$ cat config.mk
export PLATFORM = sky130hd
export DESIGN_NAME = draw_port_arbiter
export DESIGN_NICKNAME = d
export VERILOG_FILES = /design/src/rtl/draw_port_arbiter.sv
export SDC_FILE = /design/constraint.sdc
export NUM_CORES = 1
export LEC_CHECK = 0
export BUFFER_PORTS_ARGS = -buffer_cell sky130_fd_sc_hd__buf_2
export CORE_MARGIN = 8
export CORE_UTILIZATION = 45
export CTS_BUF_LIST = sky130_fd_sc_hd__clkbuf_16
export DETAILED_ROUTE_END_ITERATION = 7
export GPL_ROUTABILITY_DRIVEN = 0
export GPL_TIMING_DRIVEN = 1
export PLACE_DENSITY = 0.81
export SLEW_MARGIN = 20
export SYNTH_ARGS = -nofsm -noshare
export SYNTH_HDL_FRONTEND = slang
export SYNTH_SLANG_ARGS = --single-unit
$ cat constraint.sdc
create_clock -name i_clk -period 4.3 [get_ports i_clk]
set_clock_uncertainty 0.2 [all_clocks]
set_input_delay 1.29 -clock i_clk [delete_from_list [all_inputs] [get_ports i_clk]]
set_output_delay 1.29 -clock i_clk [all_outputs]
set_load 0.05 [all_outputs]
$ cat src/rtl/draw_port_arbiter.sv
// Round-robin owner of the VGA write port: rasterises one requester's solid rectangle per grant, one pixel per clock.
// Latency: first pixel one cycle after acceptance, done w*h cycles later; other requests wait in IDLE until the port frees.
module draw_port_arbiter #(
  parameter int NREQ = 4,
  parameter int XW   = 8,
  parameter int YW   = 7,
  parameter int CW   = 3,
  parameter int XMAX = 160,
  parameter int YMAX = 120
) (
  input  logic               i_clk,
  input  logic               i_reset,
  input  logic [NREQ-1:0]    i_req,
  input  logic [NREQ*XW-1:0] i_rect_x,
  input  logic [NREQ*YW-1:0] i_rect_y,
  input  logic [NREQ*XW-1:0] i_rect_w,
  input  logic [NREQ*YW-1:0] i_rect_h,
  input  logic [NREQ*CW-1:0] i_rect_col,
  output logic [NREQ-1:0]    o_grant,
  output logic [NREQ-1:0]    o_done,
  output logic               o_busy,
  output logic [XW-1:0]      o_vga_x,
  output logic [YW-1:0]      o_vga_y,
  output logic [CW-1:0]      o_vga_colour,
  output logic               o_vga_plot
);

  localparam int PW = $clog2(NREQ);

  typedef enum logic [1:0] {S_IDLE, S_DRAW, S_DONE} state_t;

  state_t          r_state;
  logic [NREQ-1:0] r_grant;
  logic [NREQ-1:0] r_done;
  logic [PW-1:0]   r_rr_ptr;
  logic [XW-1:0]   r_bx, r_bw, r_cx;
  logic [YW-1:0]   r_by, r_bh, r_cy;
  logic [CW-1:0]   r_col;

  logic            w_found;
  logic [PW-1:0]   w_win;
  logic [PW-1:0]   w_idx;
  logic [PW:0]     w_sum;
  logic [PW-1:0]   w_next_rr;
  logic [NREQ-1:0] w_win_oh;
  logic [XW-1:0]   w_sel_x, w_sel_w;
  logic [YW-1:0]   w_sel_y, w_sel_h;
  logic [CW-1:0]   w_sel_col;
  logic [XW:0]     w_sum_x;
  logic [YW:0]     w_sum_y;

  // First asserted request at or after the round-robin pointer, wrapping modulo NREQ.
  always_comb begin
    w_found = 1'b0;
    w_win   = '0;
    w_idx   = '0;
    w_sum   = '0;
    for (int k = 0; k < NREQ; k++) begin
      w_sum = {1'b0, r_rr_ptr} + (PW+1)'(k);
      if (w_sum >= (PW+1)'(NREQ)) begin
        w_sum = w_sum - (PW+1)'(NREQ);
      end
      w_idx = w_sum[PW-1:0];
      if (!w_found && i_req[w_idx]) begin
        w_found = 1'b1;
        w_win   = w_idx;
      end
    end
  end

  assign w_next_rr = (w_win == PW'(NREQ-1)) ? '0 : w_win + PW'(1);
  assign w_win_oh  = {{(NREQ-1){1'b0}}, 1'b1} << w_win;
  assign w_sel_x   = i_rect_x[w_win*XW +: XW];
  assign w_sel_y   = i_rect_y[w_win*YW +: YW];
  assign w_sel_w   = i_rect_w[w_win*XW +: XW];
  assign w_sel_h   = i_rect_h[w_win*YW +: YW];
  assign w_sel_col = i_rect_col[w_win*CW +: CW];

  always_ff @(posedge i_clk) begin
    if (i_reset) begin
      r_state  <= S_IDLE;
      r_grant  <= '0;
      r_done   <= '0;
      r_rr_ptr <= '0;
      r_bx     <= '0;
      r_by     <= '0;
      r_bw     <= '0;
      r_bh     <= '0;
      r_col    <= '0;
      r_cx     <= '0;
      r_cy     <= '0;
    end else begin
      case (r_state)
        S_IDLE: begin
          r_done <= '0;
          if (w_found) begin
            r_grant  <= w_win_oh;
            r_rr_ptr <= w_next_rr;
            r_bx     <= w_sel_x;
            r_by     <= w_sel_y;
            r_bw     <= w_sel_w;
            r_bh     <= w_sel_h;
            r_col    <= w_sel_col;
            r_cx     <= '0;
            r_cy     <= '0;
            // Empty rectangles skip DRAW entirely.
            if (w_sel_w != '0 && w_sel_h != '0) begin
              r_state <= S_DRAW;
            end else begin
              r_state <= S_DONE;
              r_done  <= w_win_oh;
            end
          end
        end
        S_DRAW: begin
          if (r_cx == r_bw - XW'(1)) begin
            r_cx <= '0;
            if (r_cy == r_bh - YW'(1)) begin
              r_state <= S_DONE;
              r_done  <= r_grant;
            end else begin
              r_cy <= r_cy + YW'(1);
            end
          end else begin
            r_cx <= r_cx + XW'(1);
          end
        end
        S_DONE: begin
          r_state <= S_IDLE;
          r_grant <= '0;
          r_done  <= '0;
        end
        default: begin
          r_state <= S_IDLE;
          r_grant <= '0;
          r_done  <= '0;
        end
      endcase
    end
  end

  // One extra bit so a sum that overflows the coordinate width clips instead of wrapping.
  assign w_sum_x = {1'b0, r_bx} + {1'b0, r_cx};
  assign w_sum_y = {1'b0, r_by} + {1'b0, r_cy};

  assign o_grant      = r_grant;
  assign o_done       = r_done;
  assign o_busy       = (r_state != S_IDLE);
  assign o_vga_x      = w_sum_x[XW-1:0];
  assign o_vga_y      = w_sum_y[YW-1:0];
  assign o_vga_colour = r_col;
  assign o_vga_plot   = (r_state == S_DRAW) && (w_sum_x < (XW+1)'(XMAX)) && (w_sum_y < (YW+1)'(YMAX));

endmodule

== Word level (Yosys, flattened, before mapping) ==
Cells that the tools add are included.

* Output and inout port bits: 28
* Bits in registers: 60
* Logic and storage cells: 112

* Add/sub/neg operators: 14
* Shifts and indexed selects: 6
* Bitwise logic cells: 1
* Equal/unequal tests: 8
* Multiply operators: 2
* Mux-type cells: 40
* Reductions and logical operators: 20
* Magnitude comparators: 10

{| class="wikitable"
|+ Operator list
! cell !! number
|-
| variable part select 32 x 6 -> 8 bit || 2
|-
| variable part select 28 x 6 -> 7 bit || 2
|-
| two-way mux 2 bit || 13
|-
| two-way mux 7 bit || 3
|-
| two-way mux 4 bit || 5
|-
| two-way mux 8 bit || 2
|-
| one-hot mux 4 bit (2 select lines) || 2
|-
| one-hot mux 8 bit (2 select lines) || 1
|-
| one-hot mux 7 bit (2 select lines) || 1
|-
| less-than comparator 2 x 3 -> 1 bit, second input constant || 4
|-
| variable part select 12 x 5 -> 3 bit || 1
|-
| adder 8 x 8 -> 9 bit || 1
|-
| greater-or-equal comparator 3 bit, second input constant || 3
|-
| less-than comparator 9 x 8 -> 1 bit, second input constant || 1
|-
| adder 7 x 7 -> 8 bit || 1
|-
| adder 8 x 1 -> 8 bit, second input constant || 1
|-
| binary-select mux 1 bit (select 2 bit) || 4
|-
| equality test 8 bit || 1
|-
| less-than comparator 8 x 7 -> 1 bit, second input constant || 1
|-
| two-way mux 1 bit || 8
|-
| != test 2 bit, second input constant || 4
|-
| AND reduction 2 bit || 4
|-
| nonzero test 8 bit || 1
|-
| subtractor 2 x 1 -> 2 bit, second input constant || 4
|-
| other kinds (22) || 31
|}

== Logic depth before layout (Yosys ltp) ==
Gate-level depths: netlist (run 1).

* Depth in word-level cells: 21
* Depth in mapped cells: 12
* Mapped depth without buffers: 11

== Worst setup path before layout (run 1) ==
Ideal clock, no wire load.

* Kind: register to output
* Start point: register r_cy[0]
* End point: output port o_vga_plot
* Setup slack: -1.897 ns
* Arrival: 4.707 ns
* Required time: 2.810 ns
* Path buffers: 0
* Cell stages (with the launch flop): 12
* Path through: dfxtp_1 -> ha_1 -> inv_1 -> fa_1 -> nor2b_1 -> o21ai_0 -> a21boi_0 -> o21a_1 -> nor2_1 -> xnor2_1 -> and4_1 -> a2111oi_0

* Word-level cells in the longest chain between the ends: 3

{| class="wikitable"
|+ RTL lines
! element !! line !! source
|-
| start, declared || 37 || <nowiki>logic [YW-1:0] r_by, r_bh, r_cy;</nowiki>
|-
| start signal, assigned || 122 || <nowiki>r_cy <= r_cy + YW'(1);</nowiki>
|-
| adder 7 x 7 -> 8 bit || 144 || <nowiki>assign w_sum_y = {1'b0, r_by} + {1'b0, r_cy};</nowiki>
|-
| via o_vga_y[6] || 23 || <nowiki>output logic [YW-1:0] o_vga_y,</nowiki>
|-
| less-than comparator 8 x 7 -> 1 bit || 152 || <nowiki>assign o_vga_plot = (r_state == S_DRAW) && (w_sum_x < (XW+1)'(XMAX)) && (w_sum_y < (YW+1)'(YMAX));</nowiki>
|-
| logical AND 1 bit || 152 ||
|-
| end, declared || 25 || <nowiki>output logic o_vga_plot</nowiki>
|}

The timed path passes the listed nets, and every way through them passes these cells.

== Worst setup path in the final report (run 1) ==
* Start point: register r_cx[0]
* End point: output port o_vga_plot

* Word-level cells in the longest chain between the ends: 4

{| class="wikitable"
|+ RTL lines
! element !! line !! source
|-
| start, declared || 36 || <nowiki>logic [XW-1:0] r_bx, r_bw, r_cx;</nowiki>
|-
| start signal, assigned || 125 || <nowiki>r_cx <= r_cx + XW'(1);</nowiki>
|-
| adder 8 x 8 -> 9 bit || 143 || <nowiki>assign w_sum_x = {1'b0, r_bx} + {1'b0, r_cx};</nowiki>
|-
| less-than comparator 9 x 8 -> 1 bit || 152 ||
|-
| logical AND 1 bit (2 in a row) || 152 ||
|}

Every way passes these cells.

==> out/results.txt, run 1 <==
Sequential area share after synthesis = 26.42%
Share of cells above drive strength 1 = 27.90%
RR Endpoint = o_done[0]$_SDFFE_PP0P_
Flop-to-flop setup slack = 1.16 ns
Initial core utilization = 46.52%
Status = finished clean
Number of global-route vias before repair = 4,703
Simple-gate share of the synthesized area = 28.48%
Fin Hold WS = 0.2607 ns
Antenna diodes = 0
Complex-gate fraction of the synthesized area = 13.59%
XOR/XNOR Fraction of Synth Area = 6.659%
Tcrit/Tclk final = 96.50%
Reg2Reg Launch Point = r_bh[0]$_SDFFE_PP0P_
Post-synth top cells = nand2_1 (129), dfxtp_1 (60), nand3_1 (58), a21oi_1 (50), mux2i_1 (49)
Main combinational cell family by area after synthesis = simple AND/OR/NAND/NOR gates
Post-Syn Nets = 772
Total GRT Usage = 20.15%
Ys async rst share = 0%
Maximum clock insertion buffer count = 2
Internal power = 0.001499 W
Total Wirelength = 13.53 mm
Post-layout min period = 4.149 ns
Slew @ Worst Pin = 0.6810 ns
H-tree depth = 3
Post-synth top flop = dfxtp_1
Logic pwr share = 44.7%
Nets = 925
Global-route wire length before repair = 21.95 mm
Hold WC Path Type = reg2reg
Syn-to-layout area delta = 28.32%
Total grt overflow = 0
Cts bufs inserted = 9
Maximum VDD drop = 183.2 uV
Die area = 0.01358 mm2
Die height = 116.5 um
Cell taking the most area after synthesis = dfxtp_1
Pin count of the biggest net entering global routing = 45
Most frequent cell after synthesis = nand2_1
I/O pins = 166
Rows = 36
DRC marker count from the first detailed-route iteration = 203
Dpl hpwl = 10.73 mm
Mux cell area share after synthesis = 12.77%
TritonCTS clock tree = built
Clock Latency Late Sink = 0.32 ns
Post-synth top area share = 26.42%
Syn Area/Cell = 7.466 um2
CP Data Arrival Time = 2.66 ns
First-pass iteration count of the detailed router = 4
Seq cells post-synth = 60
Via-per-instance ratio = 5.231
Seq pwr share = 28.3%
Clock power frac = 27.0%
# port buffers = 165
Unique masters post-synth = 57
Synth Area in Adders = 7.210%
Post-CTS Hold Fix Bufs = 0
Net switching power = 0.001020 W
Reg2Reg Depth = 9
CP Capture Type = primary output
DRC Markers = 0
Antenna viol nets, final = 0
Wirelength per Cell = 15.03 um
Syn. warnings = 0
Final setup vio count = 0
Initial antenna violation count = 0
FMAX = 0.2410 GHz
Worst-path clk slew = 0.05 ns
Crit path required time = 2.81 ns
Max_cap viols = 0
Final TNS setup = 0 ns
Final core occ = 59.69%
CTS sink cnt = 60
Kind of critical path = reg2out
Area contributors post-synth = dfxtp_1 (26%), mux2i_1 (11%), nand2_1 (11%), nand3_1 (6.4%), ha_1 (6.3%)
Switching Share = 40.48%
Dpl cell area = 0.005507 mm2
Post-synth EDFFs = 0
Max-slew violation count = 0
Crit path launch type = register
CP max FO = 5
Die X = 116.5 um
CTS root buf = clkbuf_16
Worst Setup SP = r_cx[0]$_SDFFE_PP0P_
PD cells = 431.8 mW/mm2
Post-layout instance area = 0.005834 mm2
Via count = 4,708
Hold Fails Final Rpt = 0
Gate Count Post-Synth = 609
Worst rel slew slack = 54.60%
Core ar. = 0.009774 mm2
Crit path to = o_vga_plot
Synthesized cell area = 0.004547 mm2
Leakage = 2.790 nW
==> cell type report <==
type	count	area [um2]
Sequential cell	60	1211
Fill cell	944	3940
Clock inverter	7	58.81
Multi-Input combinational cell	496	3178
Tap cell	133	166.4
Inverter	20	75.07
Timing Repair Buffer	175	919.6
Clock buffer	9	225.2
==> registers in the layout, indices dropped and copies added (netlist names) <==
register      flops
r_bh              7
o_done            4
o_grant           4
r_rr_ptr          2
r_state           2
o_vga_colour      3
r_cy              7
r_bx              8
r_cx              8
r_bw              8
r_by              7
==> cell usage in the layout, fill, tap and decap left out, types with 15 or more instances in the layout <==
| cell type | instances |
|---|---|
| mux2i_1 | 49 |
| nand2_1 | 129 |
| nand3_1 | 58 |
| dfxtp_1 | 56 |
| xor2_1 | 15 |
| nor3_1 | 17 |
| ha_1 | 21 |
| buf_2 | 164 |
| inv_1 | 19 |
| a21oi_1 | 48 |
| xnor2_1 | 16 |
| nor2_1 | 34 |
==> what timing repair did <==
action / CTS / global route
setup endpoints to repair: 1 / 1
resized for setup: 4 / 12
pin swaps: 0 / 4
setup buffers: 0 / 1
==> worst max-delay path, stage by stage, from the launching register on <==
cell and delay (ns):
dfxtp_4 0.37, ha_2 0.19, inv_1 0.05, fa_2 0.34
inv_1 0.06, a21oi_1 0.05, o21bai_1 0.18, a21oi_1 0.09
o21bai_1 0.20, and2_4 0.18, o21bai_1 0.10, a2111oi_4 0.31
buf_6 0.21
==> through the flow <==
stage / std cells / power, W / setup WS (ns)
2_1_floorplan: 609 / 0.001561 / 0.06517
3_3_place_gp: 883 / 0.001822 / 0.3048
3_5_place_dp: 883 / 0.001841 / 0.2008
4_1_cts: 899 / 0.002538 / 0.002470
5_1_grt: 900 / 0.002689 / -0.01556
6_report: 900 / 0.002519 / 0.1506
==> routing by layer <==
metal	vias up	routed length (um)	part of all wire (%)	global-route usage, %
li1	2418	-	-	-
met5	-	0	0	0
met1	2089	5978	44	24.36
met3	16	1490	11	7.135
met4	0	208	1.5	7.087
met2	185	5852	43	32.36
==> cell families after synthesis <==
logic type / after synthesis
buffers and inverters: 53
and+or+nand+nor: 284
adders and majority gates: 25
DFF: 60
AOI/OAI and AO/OA: 97
xor gates and xnor gates: 33
muxes: 57
==> worst min path at each step <==
stage                                   endpoint                         start  cells after the start  slack (ns)
CTS                         r_bx[3]$_SDFFE_PP0P_          r_bx[3]$_SDFFE_PP0P_                      2        0.26
detailed placement          r_bx[3]$_SDFFE_PP0P_          r_bx[3]$_SDFFE_PP0P_                      2        0.25
floorplan                   r_bx[0]$_SDFFE_PP0P_          r_bx[0]$_SDFFE_PP0P_                      2        0.24
global placement    o_vga_colour[1]$_SDFFE_PP0P_  o_vga_colour[1]$_SDFFE_PP0P_                      2        0.24
finish                      r_by[5]$_SDFFE_PP0P_          r_by[5]$_SDFFE_PP0P_                      2        0.26
global route        o_vga_colour[0]$_SDFFE_PP0P_  o_vga_colour[0]$_SDFFE_PP0P_                      2        0.29
==> power by group through the flow <==
stage	Sequential (W)	Clock [W]	Combinational, W
after floorplan	0.000731	0	0.000830
after global placement	0.000716	0	0.00111
after detailed placement	0.000719	0	0.00112
after CTS	0.000709	0.000699	0.00113
after global routing	0.000722	0.000724	0.00124
final	0.000712	0.000680	0.00113
Note: power is estimated with default switching activity, not from simulation.
==> run 2, diff against run 1 <==
--- a/config.mk
+++ b/config.mk
@@ -5,7 +5,7 @@
 export SDC_FILE = /design/constraint.sdc
 export NUM_CORES = 1
 export LEC_CHECK = 0
-export BUFFER_PORTS_ARGS = -buffer_cell sky130_fd_sc_hd__buf_2
+export BUFFER_PORTS_ARGS = -buffer_cell sky130_fd_sc_hd__buf_4
 export CORE_MARGIN = 8
 export CORE_UTILIZATION = 45
 export CTS_BUF_LIST = sky130_fd_sc_hd__clkbuf_16
==> run 2 against run 1 <==
Compared with the run above: largest cell class unchanged; first-iteration DRC count rose by 7.9%; global-route usage rose by 0.99 points; non-clock buffer count rose by 1; sequential share of layout area fell by 1.4 points; highest routed layer unchanged; largest power group unchanged; routed wire length rose by 5.3%.
==> out/results.txt, run 2 (synthesis results as in run 1) <==
Status = finished clean
Die height = 116.5 um
# port buffers = 165
PD cells = 423.4 mW/mm2
CTS sink cnt = 60
Critical path cell sequence = ha_1 -> a21o_1 -> a21oi_1 -> nand2b_1 -> a21boi_0 -> o21a_1 -> o21ai_0 -> nand2_1 -> a2111oi_4 -> buf_6
DRC Markers = 0
Antenna viol nets, final = 0
Most frequent cells in the layout = buf_4 (175), nand2_1 (129), nand3_1 (58)
Slew @ Worst Pin = 0.7701 ns
Pin count of the biggest net entering global routing = 51
Maximum clock insertion buffer count = 2
Post-layout instance area = 0.006260 mm2
Final setup vio count = 0
H-tree depth = 3
Slowest Stage Delay on Critical Path = 0.43 ns
Net switching power = 0.001030 W
Max_cap viols = 0
CP Data Arrival Time = 2.68 ns
Final core occ = 64.04%
Clock Latency Late Sink = 0.33 ns
Worst path top cell family by delay = compound AO/OA/AOI/OAI gates
Setup ws final = 0.1256 ns
Power, Total = 0.002650 W
CP max FO = 6
Hold Fails Final Rpt = 0
Maximum VDD drop = 181.5 uV
Wirelength per Cell = 15.81 um
Internal power = 0.001620 W
Syn-to-layout area delta = 37.67%
Via count = 4,820
Crit path launch type = register
Initial core utilization = 46.52%
Post-layout min period = 4.174 ns
Final TNS setup = 0 ns
Share of cells above drive strength 1 = 27.99%
Slowest CP cell = dfxtp_1
Total Wirelength = 14.24 mm
TritonCTS clock tree = built
Initial antenna violation count = 0
Hold WC Path Type = reg2reg
Crit path required time = 2.81 ns
Post-CTS Hold Fix Bufs = 0
Biggest regs = r_bw x8, r_bx x8, r_cx x8
First-pass iteration count of the detailed router = 5
Global-route wire length before repair = 22.91 mm
Die X = 116.5 um
Antenna diodes = 0
Worst-path clk slew = 0.05 ns
Post-Place Setup Slack = 0.2546 ns
Total GRT Usage = 21.15%
Total grt overflow = 0
Core ar. = 0.009774 mm2
Via-per-instance ratio = 5.350
Nets = 926
Dpl hpwl = 11.38 mm
Logic pwr share = 45.2%
Die area = 0.01358 mm2
Crit path buffers/inverters = 1
Dpl cell area = 0.005907 mm2
Tcrit/Tclk final = 97.08%
Seq pwr share = 26.9%
Kind of critical path = reg2out
I/O pins = 166
CP Capture Type = primary output
Clock power frac = 27.9%
Leakage = 2.937 nW
DRC marker count from the first detailed-route iteration = 219
Commonest non-fill, non-tap cell in the layout = buf_4
Max-slew violation count = 0
FMAX = 0.2396 GHz
CTS root buf = clkbuf_16
Rows = 36
Number of global-route vias before repair = 5,008
Switching Share = 38.87%
Cts bufs inserted = 9
Worst rel slew slack = 48.60%
-- run 2: worst min-delay path, cell delays in order (launching register included) --
cell and delay, ns:
dfxtp_1 0.31, nand2_1 0.05, a21oi_1 0.05
-- run 2: through the flow --
step           hold WS, ns  cells
2_1_floorplan       0.2406    609
3_3_place_gp        0.2471    883
3_5_place_dp        0.2539    883
4_1_cts             0.2619    900
5_1_grt             0.2835    901
6_report            0.2625    901
-- run 2: repair_timing --
action | CTS | global route
endpoints found under the setup margin | 1 | 1
hold endpoints to repair | 0 | 0
pin swaps | 1 | 4
setup buffers | 1 | 1
gates resized for setup | 4 | 10
-- run 2: layout make-up --
cell class / count / area (um2)
multi-input combinational: 496 / 3173
fill: 811 / 3515
sequential: 60 / 1212
tap: 133 / 166.4
inverter: 20 / 75.07
timing repair buffer: 176 / 1325
clock buffer: 9 / 225.2
clock inverter: 7 / 82.58
-- run 2: power by group through the flow --
stage / Combinational, W / Sequential, W / Clock [W]
global placement: 0.00116 / 0.000716 / 0
detailed placement: 0.00119 / 0.000720 / 0
floorplan: 0.000830 / 0.000731 / 0
global route: 0.00131 / 0.000722 / 0.000774
CTS: 0.00120 / 0.000711 / 0.000755
finish: 0.00120 / 0.000713 / 0.000740
-- run 2: worst paths after layout --
check                                     from                           end  slack (ns)  cells after the start
setup / recovery          r_cy[1]$_SDFFE_PP0P_                    o_vga_plot        0.13                     10
hold / removal    o_vga_colour[2]$_SDFFE_PP0P_  o_vga_colour[2]$_SDFFE_PP0P_        0.26                      2
setup reg to reg          r_bh[0]$_SDFFE_PP0P_        o_done[3]$_SDFFE_PP0P_        1.22                      9
hold reg to reg   o_vga_colour[2]$_SDFFE_PP0P_  o_vga_colour[2]$_SDFFE_PP0P_        0.26                      2
-- run 2: metal layers --
layer	track usage (%)	vias to the layer above	part of all wire (%)
met5	0	-	0
li1	-	2420	-
met3	7.187	24	11
met1	24.38	2144	43
met2	35.44	232	44
met4	7.952	0	2.0
